## config.mk

```make
export PLATFORM = sky130hd
export DESIGN_NAME = alu_cmd_interface_flat
export DESIGN_NICKNAME = d
export VERILOG_FILES = /design/src/rtl/alu_cmd_pkg.sv /design/src/rtl/alu_cmd_interface_if.sv /design/src/rtl/alu_cmd_interface.sv /design/src/flat_wrapper.sv
export SDC_FILE = /design/constraint.sdc
export NUM_CORES = 1
export LEC_CHECK = 0
export CAP_MARGIN = 10
export CORE_UTILIZATION = 25
export CTS_BUF_LIST = sky130_fd_sc_hd__clkbuf_8
export DETAILED_ROUTE_END_ITERATION = 7
export PLACE_DENSITY = 0.53
export SETUP_SLACK_MARGIN = 0.2
export SKIP_LAST_GASP = 1
export SLEW_MARGIN = 15
export SYNTH_ARGS = -nofsm -noshare
export SYNTH_HDL_FRONTEND = slang
export SYNTH_SLANG_ARGS = --single-unit
```

## constraint.sdc

```tcl
create_clock -name i_clk -period 4.05 [get_ports i_clk]
set_input_delay 0.405 -clock i_clk [delete_from_list [all_inputs] [get_ports i_clk]]
set_output_delay 0.405 -clock i_clk [all_outputs]
set_load 0.02 [all_outputs]
```

## src/rtl/alu_cmd_pkg.sv

```systemverilog
// Shared constants, state encoding and small helpers for the ALU command
// parser that sits between the UART pair and the ALU.
package alu_cmd_pkg;

    localparam logic [7:0] CMD_CONFIG  = 8'hCD;
    localparam logic [7:0] CMD_DISPLAY = 8'hD1;

    localparam logic [7:0] OP_ADD = 8'h20;
    localparam logic [7:0] OP_SUB = 8'h22;
    localparam logic [7:0] OP_AND = 8'h24;
    localparam logic [7:0] OP_OR  = 8'h25;
    localparam logic [7:0] OP_XOR = 8'h26;
    localparam logic [7:0] OP_NOR = 8'h27;
    localparam logic [7:0] OP_SRL = 8'h02;
    localparam logic [7:0] OP_SRA = 8'h03;

    localparam int FLAG_ZERO  = 0;
    localparam int FLAG_CARRY = 1;
    localparam int FLAG_OVF   = 2;

    typedef enum logic [2:0] {
        ST_IDLE     = 3'd0,
        ST_GET_A    = 3'd1,
        ST_GET_B    = 3'd2,
        ST_GET_OP   = 3'd3,
        ST_TX_RES   = 3'd4,
        ST_WAIT_RES = 3'd5,
        ST_TX_FLG   = 3'd6,
        ST_WAIT_FLG = 3'd7
    } state_t;

    // The whole received byte is checked, so aliases in the upper bits are rejected.
    function automatic logic op_is_valid(input logic [7:0] op_byte);
        logic ok;
        case (op_byte)
            OP_ADD, OP_SUB, OP_AND, OP_OR,
            OP_XOR, OP_NOR, OP_SRL, OP_SRA: ok = 1'b1;
            default:                        ok = 1'b0;
        endcase
        return ok;
    endfunction

    function automatic logic [7:0] pack_flags(input logic zero,
                                              input logic carry,
                                              input logic ovf);
        logic [7:0] f;
        f             = 8'h00;
        f[FLAG_ZERO]  = zero;
        f[FLAG_CARRY] = carry;
        f[FLAG_OVF]   = ovf;
        return f;
    endfunction

endpackage

```

## src/rtl/alu_cmd_interface_if.sv

```systemverilog
// Bundle of the UART-side, ALU-side and status signals of the command parser.
// slave is the parser's view, master is the surrounding system's view.
interface alu_cmd_interface_if #(
    parameter int DATA_W = 8,
    parameter int OP_W   = 6
);
    logic [7:0]        rx_data;
    logic              rx_valid;
    logic [DATA_W-1:0] alu_result;
    logic              alu_zero;
    logic              alu_carry;
    logic              alu_ovf;
    logic              tx_busy;
    logic              tx_done;
    logic [DATA_W-1:0] alu_a;
    logic [DATA_W-1:0] alu_b;
    logic [OP_W-1:0]   alu_op;
    logic [7:0]        tx_data;
    logic              tx_start;
    logic [7:0]        leds;
    logic              error;

    modport slave (
        input  rx_data, rx_valid, alu_result, alu_zero, alu_carry, alu_ovf,
               tx_busy, tx_done,
        output alu_a, alu_b, alu_op, tx_data, tx_start, leds, error
    );

    modport master (
        output rx_data, rx_valid, alu_result, alu_zero, alu_carry, alu_ovf,
               tx_busy, tx_done,
        input  alu_a, alu_b, alu_op, tx_data, tx_start, leds, error
    );
endinterface

```

## src/rtl/alu_cmd_interface.sv

```systemverilog
// Command parser/responder: CONFIG frames load the ALU operands atomically,
// DISPLAY answers with result and flag bytes, stale partial frames time out.
module alu_cmd_interface
    import alu_cmd_pkg::*;
#(
    parameter int DATA_W       = 8,
    parameter int OP_W         = 6,
    parameter int TIMEOUT_CLKS = 1_041_600
) (
    input  logic              i_clk,
    input  logic              i_rst_n,
    alu_cmd_interface_if.slave bus
);

    localparam int                CNT_W    = $clog2(TIMEOUT_CLKS) + 1;
    localparam logic [CNT_W-1:0] TMO_LAST = CNT_W'(TIMEOUT_CLKS - 1);
    localparam logic [CNT_W-1:0] CNT_ONE  = CNT_W'(32'd1);
    localparam logic [CNT_W-1:0] CNT_ZERO = CNT_W'(32'd0);

    state_t              state_r;
    state_t              state_s;
    logic [DATA_W-1:0]   shadow_a_r;
    logic [DATA_W-1:0]   shadow_a_s;
    logic [DATA_W-1:0]   shadow_b_r;
    logic [DATA_W-1:0]   shadow_b_s;
    logic [CNT_W-1:0]    tmo_cnt_r;
    logic [CNT_W-1:0]    tmo_cnt_s;
    logic                expired_s;
    logic                load_s;
    logic                error_s;
    logic                tx_start_s;
    logic [7:0]          tx_data_s;

    logic [DATA_W-1:0]   alu_a_r;
    logic [DATA_W-1:0]   alu_b_r;
    logic [OP_W-1:0]     alu_op_r;
    logic [7:0]          tx_data_r;
    logic                tx_start_r;
    logic                error_r;
    logic [7:0]          leds_r;
    logic                leds_load_r;

    // Expiry only matters inside the GET_* states; elsewhere the counter is held at zero.
    assign expired_s = (tmo_cnt_r == TMO_LAST);

    // Next-state and next-output decode for the frame parser and the responder.
    always_comb begin
        state_s    = state_r;
        shadow_a_s = shadow_a_r;
        shadow_b_s = shadow_b_r;
        tmo_cnt_s  = CNT_ZERO;
        load_s     = 1'b0;
        error_s    = 1'b0;
        tx_start_s = 1'b0;
        tx_data_s  = tx_data_r;

        case (state_r)
            ST_IDLE: begin
                if (bus.rx_valid) begin
                    if (bus.rx_data == CMD_CONFIG) begin
                        state_s = ST_GET_A;
                    end else if (bus.rx_data == CMD_DISPLAY) begin
                        state_s = ST_TX_RES;
                    end else begin
                        error_s = 1'b1;
                    end
                end else begin
                    state_s = ST_IDLE;
                end
            end

            ST_GET_A: begin
                if (bus.rx_valid) begin
                    shadow_a_s = DATA_W'(bus.rx_data);
                    state_s    = ST_GET_B;
                end else if (expired_s) begin
                    error_s    = 1'b1;
                    shadow_a_s = '0;
                    shadow_b_s = '0;
                    state_s    = ST_IDLE;
                end else begin
                    tmo_cnt_s = tmo_cnt_r + CNT_ONE;
                end
            end

            ST_GET_B: begin
                if (bus.rx_valid) begin
                    shadow_b_s = DATA_W'(bus.rx_data);
                    state_s    = ST_GET_OP;
                end else if (expired_s) begin
                    error_s    = 1'b1;
                    shadow_a_s = '0;
                    shadow_b_s = '0;
                    state_s    = ST_IDLE;
                end else begin
                    tmo_cnt_s = tmo_cnt_r + CNT_ONE;
                end
            end

            ST_GET_OP: begin
                if (bus.rx_valid) begin
                    if (op_is_valid(bus.rx_data)) begin
                        load_s = 1'b1;
                    end else begin
                        error_s = 1'b1;
                    end
                    state_s = ST_IDLE;
                end else if (expired_s) begin
                    error_s    = 1'b1;
                    shadow_a_s = '0;
                    shadow_b_s = '0;
                    state_s    = ST_IDLE;
                end else begin
                    tmo_cnt_s = tmo_cnt_r + CNT_ONE;
                end
            end

            // Result and flags are captured in the same cycle the start pulse is issued.
            ST_TX_RES: begin
                if (!bus.tx_busy) begin
                    tx_start_s = 1'b1;
                    tx_data_s  = 8'(bus.alu_result);
                    state_s    = ST_WAIT_RES;
                end else begin
                    state_s = ST_TX_RES;
                end
            end

            ST_WAIT_RES: begin
                if (bus.tx_done) begin
                    state_s = ST_TX_FLG;
                end else begin
                    state_s = ST_WAIT_RES;
                end
            end

            ST_TX_FLG: begin
                if (!bus.tx_busy) begin
                    tx_start_s = 1'b1;
                    tx_data_s  = pack_flags(bus.alu_zero, bus.alu_carry, bus.alu_ovf);
                    state_s    = ST_WAIT_FLG;
                end else begin
                    state_s = ST_TX_FLG;
                end
            end

            ST_WAIT_FLG: begin
                if (bus.tx_done) begin
                    state_s = ST_IDLE;
                end else begin
                    state_s = ST_WAIT_FLG;
                end
            end

            default: begin
                state_s = ST_IDLE;
            end
        endcase
    end

    // Parser state, shadow operands and inactivity counter.
    always_ff @(posedge i_clk or negedge i_rst_n) begin
        if (!i_rst_n) begin
            state_r    <= ST_IDLE;
            shadow_a_r <= '0;
            shadow_b_r <= '0;
            tmo_cnt_r  <= CNT_ZERO;
        end else begin
            state_r    <= state_s;
            shadow_a_r <= shadow_a_s;
            shadow_b_r <= shadow_b_s;
            tmo_cnt_r  <= tmo_cnt_s;
        end
    end

    // Operand/opcode registers update together so the ALU never sees a mixed frame.
    always_ff @(posedge i_clk or negedge i_rst_n) begin
        if (!i_rst_n) begin
            alu_a_r  <= '0;
            alu_b_r  <= '0;
            alu_op_r <= '0;
        end else if (load_s) begin
            alu_a_r  <= shadow_a_r;
            alu_b_r  <= shadow_b_r;
            alu_op_r <= bus.rx_data[OP_W-1:0];
        end
    end

    // LEDs latch the ALU result one cycle after new operands become visible.
    always_ff @(posedge i_clk or negedge i_rst_n) begin
        if (!i_rst_n) begin
            leds_load_r <= 1'b0;
            leds_r      <= 8'h00;
        end else begin
            leds_load_r <= load_s;
            if (leds_load_r) begin
                leds_r <= 8'(bus.alu_result);
            end
        end
    end

    // Transmit byte, start pulse and error pulse registers.
    always_ff @(posedge i_clk or negedge i_rst_n) begin
        if (!i_rst_n) begin
            tx_data_r  <= 8'h00;
            tx_start_r <= 1'b0;
            error_r    <= 1'b0;
        end else begin
            tx_data_r  <= tx_data_s;
            tx_start_r <= tx_start_s;
            error_r    <= error_s;
        end
    end

    assign bus.alu_a    = alu_a_r;
    assign bus.alu_b    = alu_b_r;
    assign bus.alu_op   = alu_op_r;
    assign bus.tx_data  = tx_data_r;
    assign bus.tx_start = tx_start_r;
    assign bus.leds     = leds_r;
    assign bus.error    = error_r;

endmodule

```

## src/flat_wrapper.sv

```systemverilog
// flat-port wrapper written by rule: the top's interface ports become plain ports
module alu_cmd_interface_flat import alu_cmd_pkg::*;
#(
    parameter int DATA_W       = 8,
    parameter int OP_W         = 6,
    parameter int TIMEOUT_CLKS = 1_041_600
)
  (i_clk, i_rst_n, bus_rx_data, bus_rx_valid, bus_alu_result, bus_alu_zero, bus_alu_carry, bus_alu_ovf, bus_tx_busy, bus_tx_done, bus_alu_a, bus_alu_b, bus_alu_op, bus_tx_data, bus_tx_start, bus_leds, bus_error);
  alu_cmd_interface_if #(.DATA_W(DATA_W), .OP_W(OP_W)) bus_i ();
  input  logic i_clk;
  input  logic i_rst_n;
  input wire logic [$bits(bus_i.rx_data)-1:0] bus_rx_data;
  input wire logic [$bits(bus_i.rx_valid)-1:0] bus_rx_valid;
  input wire logic [$bits(bus_i.alu_result)-1:0] bus_alu_result;
  input wire logic [$bits(bus_i.alu_zero)-1:0] bus_alu_zero;
  input wire logic [$bits(bus_i.alu_carry)-1:0] bus_alu_carry;
  input wire logic [$bits(bus_i.alu_ovf)-1:0] bus_alu_ovf;
  input wire logic [$bits(bus_i.tx_busy)-1:0] bus_tx_busy;
  input wire logic [$bits(bus_i.tx_done)-1:0] bus_tx_done;
  output wire logic [$bits(bus_i.alu_a)-1:0] bus_alu_a;
  output wire logic [$bits(bus_i.alu_b)-1:0] bus_alu_b;
  output wire logic [$bits(bus_i.alu_op)-1:0] bus_alu_op;
  output wire logic [$bits(bus_i.tx_data)-1:0] bus_tx_data;
  output wire logic [$bits(bus_i.tx_start)-1:0] bus_tx_start;
  output wire logic [$bits(bus_i.leds)-1:0] bus_leds;
  output wire logic [$bits(bus_i.error)-1:0] bus_error;
  assign bus_i.rx_data = bus_rx_data;
  assign bus_i.rx_valid = bus_rx_valid;
  assign bus_i.alu_result = bus_alu_result;
  assign bus_i.alu_zero = bus_alu_zero;
  assign bus_i.alu_carry = bus_alu_carry;
  assign bus_i.alu_ovf = bus_alu_ovf;
  assign bus_i.tx_busy = bus_tx_busy;
  assign bus_i.tx_done = bus_tx_done;
  assign bus_alu_a = bus_i.alu_a;
  assign bus_alu_b = bus_i.alu_b;
  assign bus_alu_op = bus_i.alu_op;
  assign bus_tx_data = bus_i.tx_data;
  assign bus_tx_start = bus_i.tx_start;
  assign bus_leds = bus_i.leds;
  assign bus_error = bus_i.error;
  alu_cmd_interface #(.DATA_W(DATA_W), .OP_W(OP_W), .TIMEOUT_CLKS(TIMEOUT_CLKS)) u_core (.i_clk(i_clk), .i_rst_n(i_rst_n), .bus(bus_i));
endmodule
```

* Yosys cells after proc, flatten, opt, wreduce, memory -nomap -nowiden
Index checks and enable logic that the tools add are counted.
** Word-level totals
- Input port bits :: 24
- Word-level logic and storage cells :: 91
- Register bits after elaboration :: 81
** Cells by class
- Equal/unequal tests :: 23
- $add $sub $neg :: 1
- Reduce and logical (&&, ||, !) cells :: 13
- Mux-type cells :: 42
** Operators by type and width (count)
- 8-bit two-way mux :: 8
- 21-bit two-way mux :: 3
- 8-bit by 6-bit == test with 1-bit output (second input constant) :: 6
- 8-bit one-hot mux with 2 select lines :: 3
- 3-bit two-way mux :: 8
- 3-bit one-hot mux with 8 select lines :: 1
- 21-bit by 1-bit adder with 21-bit output (second input constant) :: 1
- 21-bit by 20-bit == test with 1-bit output (second input constant) :: 1
- 1-bit two-way mux :: 17
- 8-bit by 2-bit == test with 1-bit output (second input constant) :: 2
- 8-bit == test (second input constant) :: 2
- 3-bit == test (second input constant) :: 4
- 2-bit != test (second input constant) :: 4
- 2-bit OR reduction :: 4
- 8-bit OR reduction :: 1
- 3-bit by 2-bit == test with 1-bit output (second input constant) :: 2
- 2-bit nonzero test :: 3
- 4-bit by 2-bit != test with 1-bit output (second input constant) :: 1
- 2-bit AND reduction :: 2
- 3-bit by 1-bit == test with 1-bit output (second input constant) :: 1
- 3-bit zero test :: 1
- 1-bit one-hot mux with 3 select lines :: 1
- 3-bit AND reduction :: 1
- 3-bit OR reduction :: 1
- 2-bit two-way mux :: 1

* Longest topological paths before layout
Gate-level depths: netlist of run 1.
- Depth in word-level cells :: 8
- Mapped depth :: 6
- Mapped depth without buffers :: 5

* Least setup slack after synthesis of run 1
No wires, ideal clock.
- Path kind :: register -> register
- Start point :: reg u_core.tmo_cnt_r[0]
- End point :: reg u_core.shadow_b_r[0]
- Clock period less this slack :: 1.901 ns
- Path slack :: 2.149 ns
- Cell stages (with the launch flop) :: 7
- Data required time :: 3.931 ns
- Arrival :: 1.783 ns
- Library setup time :: 0.119 ns
- Cell sequence :: dfrtp_1 -> ha_1 -> nand2_1 -> or4_4 -> nor3b_4 -> buf_4 -> nor2_1
** Between the ends
- Longest elaborated chain between the ends :: 4
- Elaborated cells between the ends (all ways) :: 5
** Ends and longest elaborated chain
- start, declared :: RTL line alu_cmd_interface.sv:26 : logic [CNT_W-1:0] tmo_cnt_r;
- start signal, assigned :: RTL line alu_cmd_interface.sv:172 : tmo_cnt_r <= tmo_cnt_s;
- 21-bit by 20-bit == test with 1-bit output * :: RTL line alu_cmd_interface.sv:44 : assign expired_s = (tmo_cnt_r == TMO_LAST);
- 8-bit two-way mux *
- 8-bit two-way mux, on equally long branches
- 8-bit one-hot mux with 2 select lines *
- end signal, assigned :: RTL line alu_cmd_interface.sv:171 : shadow_b_r <= shadow_b_s;
- end, declared :: RTL line alu_cmd_interface.sv:24 : logic [DATA_W-1:0] shadow_b_r;
Every way passes the cells marked *; elsewhere a longest branch is shown, timed or not. The select of a mux whose other input is x is not followed.
A chain may end at the register's enable or synchronous reset.

* Worst setup path in the final report of run 1
- Start point :: reg u_core.tmo_cnt_r[0]
- End point :: reg u_core.shadow_a_r[2]
** Between the ends
- Longest elaborated chain between the ends :: 4
- Elaborated cells between the ends (all ways) :: 5
** Ends and longest elaborated chain
- 21-bit by 20-bit == test with 1-bit output * :: RTL line alu_cmd_interface.sv:44
- 8-bit two-way mux *
- 8-bit two-way mux, on equally long branches
- 8-bit one-hot mux with 2 select lines *
- end signal, assigned :: RTL line alu_cmd_interface.sv:170 : shadow_a_r <= shadow_a_s;
- end, declared :: RTL line alu_cmd_interface.sv:22 : logic [DATA_W-1:0] shadow_a_r;
Marked as above.

==> metrics.csv, run 1 <==
stage,metric,value,unit
final_layout,Fillers,1389,
timing,post-layout min period,2.330,ns
cts,Skew-Pair Late Insertion Delay,0.37,ns
final_layout,Final Core Density,0.3280,
timing,actual slew at the worst max-slew pin,1.019,ns
setup_path,Worst Setup End Kind,flop,
placement,Post-Place Setup Slack,1.469,ns
setup_path,startpoint types,flop,
die,cell row count,43,
timing,RSZ-0062 raised after global routing,false,
routing,First DRT Iteration DRCs,153,
routing,Wirelength per Cell,14.18,um
yosys,main combinational cell family by area after synthesis,simple AND/OR/NAND/NOR gates,
yosys,adder-cell share of the synthesized area,0.003492,
yosys,post-synthesis cell count,314,
yosys,sequential element share of the synthesized area,0.5656,
cts,clk slew on worst S/H paths,0.08,ns
setup_path,Worst Path Buf+Inv,0,
global_route,vias in the first global route,2606,
global_route,largest net degree at the start of global routing,82,
cts,H-tree depth,3,
timing,Fin. Hold Viols,0,
final_layout,Layout Area Growth over Synthesis,27.55,%
setup_path,Critical Path AT,2.55,ns
routing,Routed Antenna Nets,0,
power_and_ir_drop,Sw Share,0.3129,
power_and_ir_drop,leakage,1.922,nW
cts,TritonCTS buffer count,9,
power_and_ir_drop,clock share of power,0.264,
yosys,mux share of post-synthesis cell area,0.1439,
routing,total number of vias,2552,
run_status,status,completed,
timing,f_max,429.2,MHz
die,Die ar.,14820,um2
yosys,"area leader, netlist",dfrtp_1,
die,Die Ht,121.7,um
routing,top sig layer,met4,
setup_path,critical-path cell list,ha_1 -> nand2_1 -> or4_4 -> nor3b_4 -> nor2_1,
yosys,post-synth net total,339,
hold_path,Hold Path Class,input pin to async pin,
power_and_ir_drop,Flop pwr share,0.508,
yosys,syn avg cell area,11.41,um2
power_and_ir_drop,pwr dens,456.3,nW/um2
die,Die X,121.7,um
cts,clock sinks,81,
yosys,area share of xor/xnor cells in the synthesized design,0.03177,
placement,Post-DP HPWL,5513,um
placement,port buffer count,63,
yosys,number of synthesized flops with an enable pin,0,
yosys,complex-gate fraction of the synthesized area,0.06425,
cts,postcts setup bufs,0,
global_route,first-pass GRT wire length,13510,um
setup_path,worst endpoint required time,4.27,ns
timing,worst setup margin,1.720,ns
routing,via/cell ratio,4.549,
routing,met1 WL,3820,um
final_layout,layout cell share with drive strength beyond 1,0.1444,
power_and_ir_drop,cell-internal power,1.433,mW
yosys,Mapped Area,3583,um2
yosys,Synth cell types,43,
die,# IOs,64,
final_layout,nets,401,
cts,clock tree buffer depth,2,
power_and_ir_drop,Logic pwr share,0.228,
yosys,Ys Warns,0,
setup_path,Crit path largest cell delay,0.64,ns
cts,CTS tree,built,
die,core area,13930,um2
cts,post-cts sizing count,0,
power_and_ir_drop,Power Total,2.086,mW
yosys,ys async rst share,1.000,
yosys,Yosys top cell area share,0.5656,
cts,# hold bufs at CTS,0,
yosys,largest cells by area after synthesis,"dfrtp_1 57%, mux2_2 8.8%, mux2i_1 5.6%",
setup_path,critical path's slowest cell,nor3b_4,
timing,setup TNS,0,ns
routing,router iterations before antenna repair,4,
setup_path,critical path peak fanout,16,
timing,Worst slew margin,0.3207,
cts,clock root buffer,clkbuf_8,
yosys,simple-gate share of the synthesized area,0.1627,
power_and_ir_drop,VDD IR max,192.4,uV
routing,DRC Markers,0,
global_route,total grt overflow,0,
timing,fin. max-slew vios,0,
timing,Clock Skew,0.01067,ns
yosys,"Top FF cell, synth",dfrtp_1,
setup_path,WS Path Type,flop to flop,
routing,final wirelength,7953,um
global_route,All-Layer GR Usage,0.1196,
die,Initial Util,0.2572,
final_layout,fin area,4571,um2
routing,metal2 WL,3590,um
power_and_ir_drop,Psw,0.6527,mW
placement,Routability Congestion,0.7002,
placement,DP Area,4388,um2
global_route,antenna violations before repair,0,
yosys,synthesized flop and latch total,81,
final_layout,Antenna Cells,0,
timing,setup violators final,0,
flow_run,Max-Cap Viols,0,
routing,metal3 WL,401,um
setup_path,"CP delay by family, top",simple AND/OR/NAND/NOR gates,
timing,fin crit share,0.5753,
[worst register-to-register path, delay by kind of cell (launching register included)]
kind	cells	cell delay [ns]
adder cells (fa/ha/maj)	1	0.23
flip-flops	1	0.41
AND/OR/NAND/NOR	4	1.56
[layer usage]
| metal | track usage | vias to the layer above |
|---|---|---|
| li1 | - | 1215 |
| met2 | 0.1758 | 69 |
| met3 | 0.02903 | 12 |
| met4 | 0.06019 | 0 |
| met1 | 0.1631 | 1256 |
| met5 | 0 | - |
[power by group through the flow]
stage	clock network, mW	registers [mW]	logic (mW)
after floorplan	0	1.07	0.285
after global placement	0	1.07	0.479
after detailed placement	0	1.08	0.483
after CTS	0.578	1.06	0.486
after global routing	0.604	1.08	0.538
final	0.550	1.06	0.476
[Yosys cell counts (7+ instances only)]
| cell type | instances |
|---|---|
| dfrtp_1 | 81 |
| nand2_1 | 18 |
| xnor2_1 | 9 |
| clkbuf_1 | 7 |
| a21oi_1 | 10 |
| mux2_2 | 28 |
| o21ai_0 | 12 |
| nor2_1 | 39 |
| nand3_1 | 9 |
| mux2i_1 | 20 |
| nand2b_1 | 8 |
[logic make-up (layout without fill, tap and decap cells)]
group	after synthesis	after routing
AO/OA/AOI/OAI	38	38
XOR/XNOR	13	13
adder cells (fa/ha/maj)	1	1
buffers and inverters	22	89
flip-flops	81	81
multiplexers	48	48
AND/OR/NAND/NOR	111	111
[placed cells by master (no fill, tap or decap), types with 3 or more instances in the layout]
master,Yosys,final
dfrtp_1,81,81
clkdlybuf4s50_1,0,62
nor2_1,39,39
mux2_2,28,28
mux2i_1,20,20
nand2_1,18,18
o21ai_0,12,12
clkbuf_8,0,11
a21oi_1,10,10
nand3_1,9,9
xnor2_1,9,9
nand2b_1,8,8
inv_1,6,7
or4_1,6,6
nor4_1,5,5
o31ai_1,5,5
buf_4,1,5
nand4_1,4,4
nor3_1,4,4
xor2_1,4,4
nor3b_1,3,3
a21o_1,3,3
or3_1,3,3
clkinvlp_4,0,3
[through the flow]
step	std cells	hold slack (ns)
4_1_cts	561	0.2403
3_5_place_dp	545	0.4756
6_report	561	0.1794
3_3_place_gp	545	0.4629
2_1_floorplan	314	0.1094
5_1_grt	561	0.2720
[final cells by class]
type                       count  area [um2]  share of cell area
clock buffer                  11       151.4             0.03312
clock inverter                 5       31.28            0.006844
inverter                       6       22.52            0.004927
multi-input combinational    211        1455              0.3184
sequential                    81        2027              0.4435
tap                          180       225.2             0.04927
timing repair buffer          67       658.1              0.1440
[sequential cells by signal, indices dropped and copies added, names as in the netlist, 3 cells and up]
signal,count
u_core.bus.alu_a,8
u_core.bus.alu_b,8
u_core.bus.alu_op,6
u_core.tmo_cnt_r,21
u_core.bus.tx_data,8
u_core.shadow_b_r,8
u_core.shadow_a_r,8
u_core.bus.leds,8
u_core.state_r,3
[path summary, 6_finish.rpt]
| kind | from | to | slack (ns) | cells after the start |
|---|---|---|---|---|
| min | i_rst_n | u_core.bus.leds[0] | 0.18 | 1 |
| max reg2reg | u_core.tmo_cnt_r[0] | u_core.shadow_a_r[2] | 1.72 | 5 |
| max in group asynchronous | i_rst_n | u_core.bus.alu_a[3] | 3.17 | 1 |
| max | u_core.tmo_cnt_r[0] | u_core.shadow_a_r[2] | 1.72 | 5 |
| min in group i_clk | u_core.bus.tx_data[0] | u_core.bus.tx_data[0] | 0.49 | 2 |
| min reg2reg | u_core.bus.tx_data[0] | u_core.bus.tx_data[0] | 0.49 | 2 |
Power figures use the tool's default switching activity.
==> run 2, diff against run 1 <==
==> constraint.sdc (replaced) <==
create_clock -name i_clk -period 2.4 [get_ports i_clk]
set_input_delay 0.24 -clock i_clk [delete_from_list [all_inputs] [get_ports i_clk]]
set_output_delay 0.24 -clock i_clk [all_outputs]
set_load 0.02 [all_outputs]
==> metrics.csv, run 2 (same netlist as run 1, synthesis figures left out) <==
stage,metric,value,unit,change
setup_path,Worst Path Buf+Inv,0,,unchanged
routing,via/cell ratio,4.466,,-1.8%
timing,setup TNS,0,ns,unchanged
routing,Wirelength per Cell,14.20,um,+0.18%
global_route,antenna violations before repair,0,,unchanged
run_status,status,completed,,
setup_path,WS Path Type,flop to flop,,
flow_run,Max-Cap Viols,0,,unchanged
final_layout,most frequent cells in the layout,"81 x dfrtp_1, 62 x clkdlybuf4s50_1, 39 x nor2_1",,
die,Die Ht,121.7,um,unchanged
global_route,vias in the first global route,2630,,+0.92%
global_route,met3 Resource Use GR,0.03137,,+0.002341
power_and_ir_drop,Power Total,3.619,mW,+74%
cts,clock root buffer,clkbuf_8,,
power_and_ir_drop,VDD IR max,269.9,uV,+40%
placement,port buffer count,63,,unchanged
routing,Routed Antenna Nets,0,,unchanged
setup_path,critical path peak fanout,6,,-10
timing,actual slew at the worst max-slew pin,0.5437,ns,-0.4753 ns
routing,total number of vias,2550,,-0.078%
setup_path,critical-path cell list,ha_1 -> nand2_1 -> or4_4 -> a2111oi_1 -> o22a_1,,
final_layout,Layout Area Growth over Synthesis,30.59,%,
power_and_ir_drop,leakage,1.986,nW,+3.3%
setup_path,Worst Setup End Kind,flop,,
final_layout,layout cell share with drive strength beyond 1,0.1637,,+0.01933
final_layout,most flop-heavy register,u_core.tmo_cnt_r,,
timing,Fin. Hold Viols,0,,unchanged
placement,Post-DP HPWL,5676,um,+3.0%
global_route,first-pass GRT wire length,13410,um,-0.77%
global_route,All-Layer GR Usage,0.1195,,about the same
setup_path,worst endpoint required time,2.68,ns,-1.59 ns
global_route,GR Util met1,0.1628,,-0.0003442
routing,DRC Markers,0,,unchanged
global_route,grt met2 use,0.1793,,+0.003551
final_layout,"commonest non-fill, non-tap cell in the layout",dfrtp_1,,
hold_path,Hold Path Class,input pin to async pin,,
die,cell row count,43,,unchanged
power_and_ir_drop,pwr dens,773.5,nW/um2,+69%
die,core area,13930,um2,unchanged
die,Die X,121.7,um,unchanged
final_layout,Antenna Cells,0,,unchanged
timing,f_max,485.8,MHz,+13%
setup_path,Critical Path AT,2.34,ns,-0.21 ns
final_layout,nets,411,,+2.5%
cts,clock sinks,81,,unchanged
setup_path,Crit path largest cell delay,0.61,ns,-0.03 ns
setup_path,startpoint types,flop,,
timing,RSZ-0062 raised after global routing,true,,
timing,Worst slew margin,0.6375,,+0.3169
cts,TritonCTS buffer count,9,,unchanged
timing,setup violators final,0,,unchanged
global_route,Most Crowded Layer GR,met2,,
routing,router iterations before antenna repair,4,,unchanged
die,Initial Util,0.2572,,unchanged
timing,post-layout min period,2.058,ns,-0.2717 ns
placement,Routability Congestion,0.7623,,+8.9%
timing,fin crit share,0.8577,,+0.2824
final_layout,max FFs per register,21,,unchanged
timing,Clock Skew,0.005911,ns,-0.004761 ns
die,Die ar.,14820,um2,unchanged
cts,clock tree buffer depth,2,,unchanged
setup_path,"CP delay by family, top",simple AND/OR/NAND/NOR gates,,
cts,H-tree depth,3,,unchanged
global_route,largest net degree at the start of global routing,44,,-46%
routing,First DRT Iteration DRCs,72,,-53%
final_layout,Fillers,1389,,unchanged
cts,clk slew on worst S/H paths,0.08,ns,about the same
setup_path,critical path's slowest cell,or4_4,,
timing,fin. max-slew vios,0,,unchanged
cts,CTS tree,built,,
cts,Skew-Pair Late Insertion Delay,0.36,ns,about the same
global_route,total grt overflow,0,,unchanged
die,# IOs,64,,unchanged
routing,final wirelength,8109,um,+2.0%
[run 2: metrics by stage]
step	instances	setup WS [ns]	hold WS, ns	utilization	instance area [um2]
6_report	571	0.3415	0.3939	0.3358	4679
5_1_grt	571	0.1931	0.4315	0.3358	4679
4_1_cts	571	0.3150	0.3960	0.3355	4674
3_5_place_dp	554	0.3332	0.2609	0.3206	4468
3_3_place_gp	554	0.3139	0.2541	0.3206	4468
2_1_floorplan	314	0.4987	-0.05559	-	3583
[run 2: cell type report]
cell class                      count  area (um2)  share of cell area
Tap cell                          180       225.2             0.04813
Clock buffer                       10       137.6             0.02941
Clock inverter                      6       58.81             0.01257
Multi-Input combinational cell    211        1456              0.3112
Timing Repair Buffer               77       752.0              0.1607
Sequential cell                    81        2027              0.4332
Inverter                            6       22.52            0.004813
[run 2: path summary, 6_finish.rpt]
check	from	endpoint	slack, ns	depth (start not counted)
worst min-delay path	i_rst_n	u_core.bus.leds[2]	0.39	2
min in group i_clk	bus_alu_result[3]	u_core.bus.tx_data[3]	0.49	3
worst max-delay path	u_core.tmo_cnt_r[0]	u_core.bus.error	0.34	5
max in group asynchronous	i_rst_n	u_core.bus.alu_op[5]	1.38	3
worst max register to register	u_core.tmo_cnt_r[0]	u_core.bus.error	0.34	5
worst min register to register	u_core.bus.tx_data[6]	u_core.bus.tx_data[6]	0.49	2
[run 2: power by group]
part           total [mW]  internal (mW)  switching [mW]
registers            1.76           1.59           0.164
logic               0.867          0.420           0.446
clock network       0.994          0.501           0.493
[run 2: what timing repair did]
action	in CTS	in global routing
hold buffers	1	0
gates resized for setup	0	2
endpoints found under the hold margin	38	0
endpoints found under the setup margin	0	13
setup buffers	0	0
[run 2: layer usage]
metal,vias to the layer above,share of wire
li1,1241,-
met1,1241,0.50
met2,58,0.44
met3,10,0.046
met4,0,0.013
met5,-,0
[run 2: worst register-to-register path: stages, from the launching register on]
cell and delay [ns]:
dfrtp_1 0.41, ha_1 0.23, nand2_1 0.17, or4_4 0.61
a2111oi_1 0.32, o22a_1 0.26
==> run 3, diff against run 2 <==
--- a/config.mk
+++ b/config.mk
@@ -5,6 +5,7 @@
 export SDC_FILE = /design/constraint.sdc
 export NUM_CORES = 1
 export LEC_CHECK = 0
+export ABC_CLOCK_PERIOD_IN_PS = 2400
 export CAP_MARGIN = 10
 export CORE_UTILIZATION = 25
 export CTS_BUF_LIST = sky130_fd_sc_hd__clkbuf_8
==> results of run 3 <==
Final layout, timing and power as in run 2 (identical DEF).
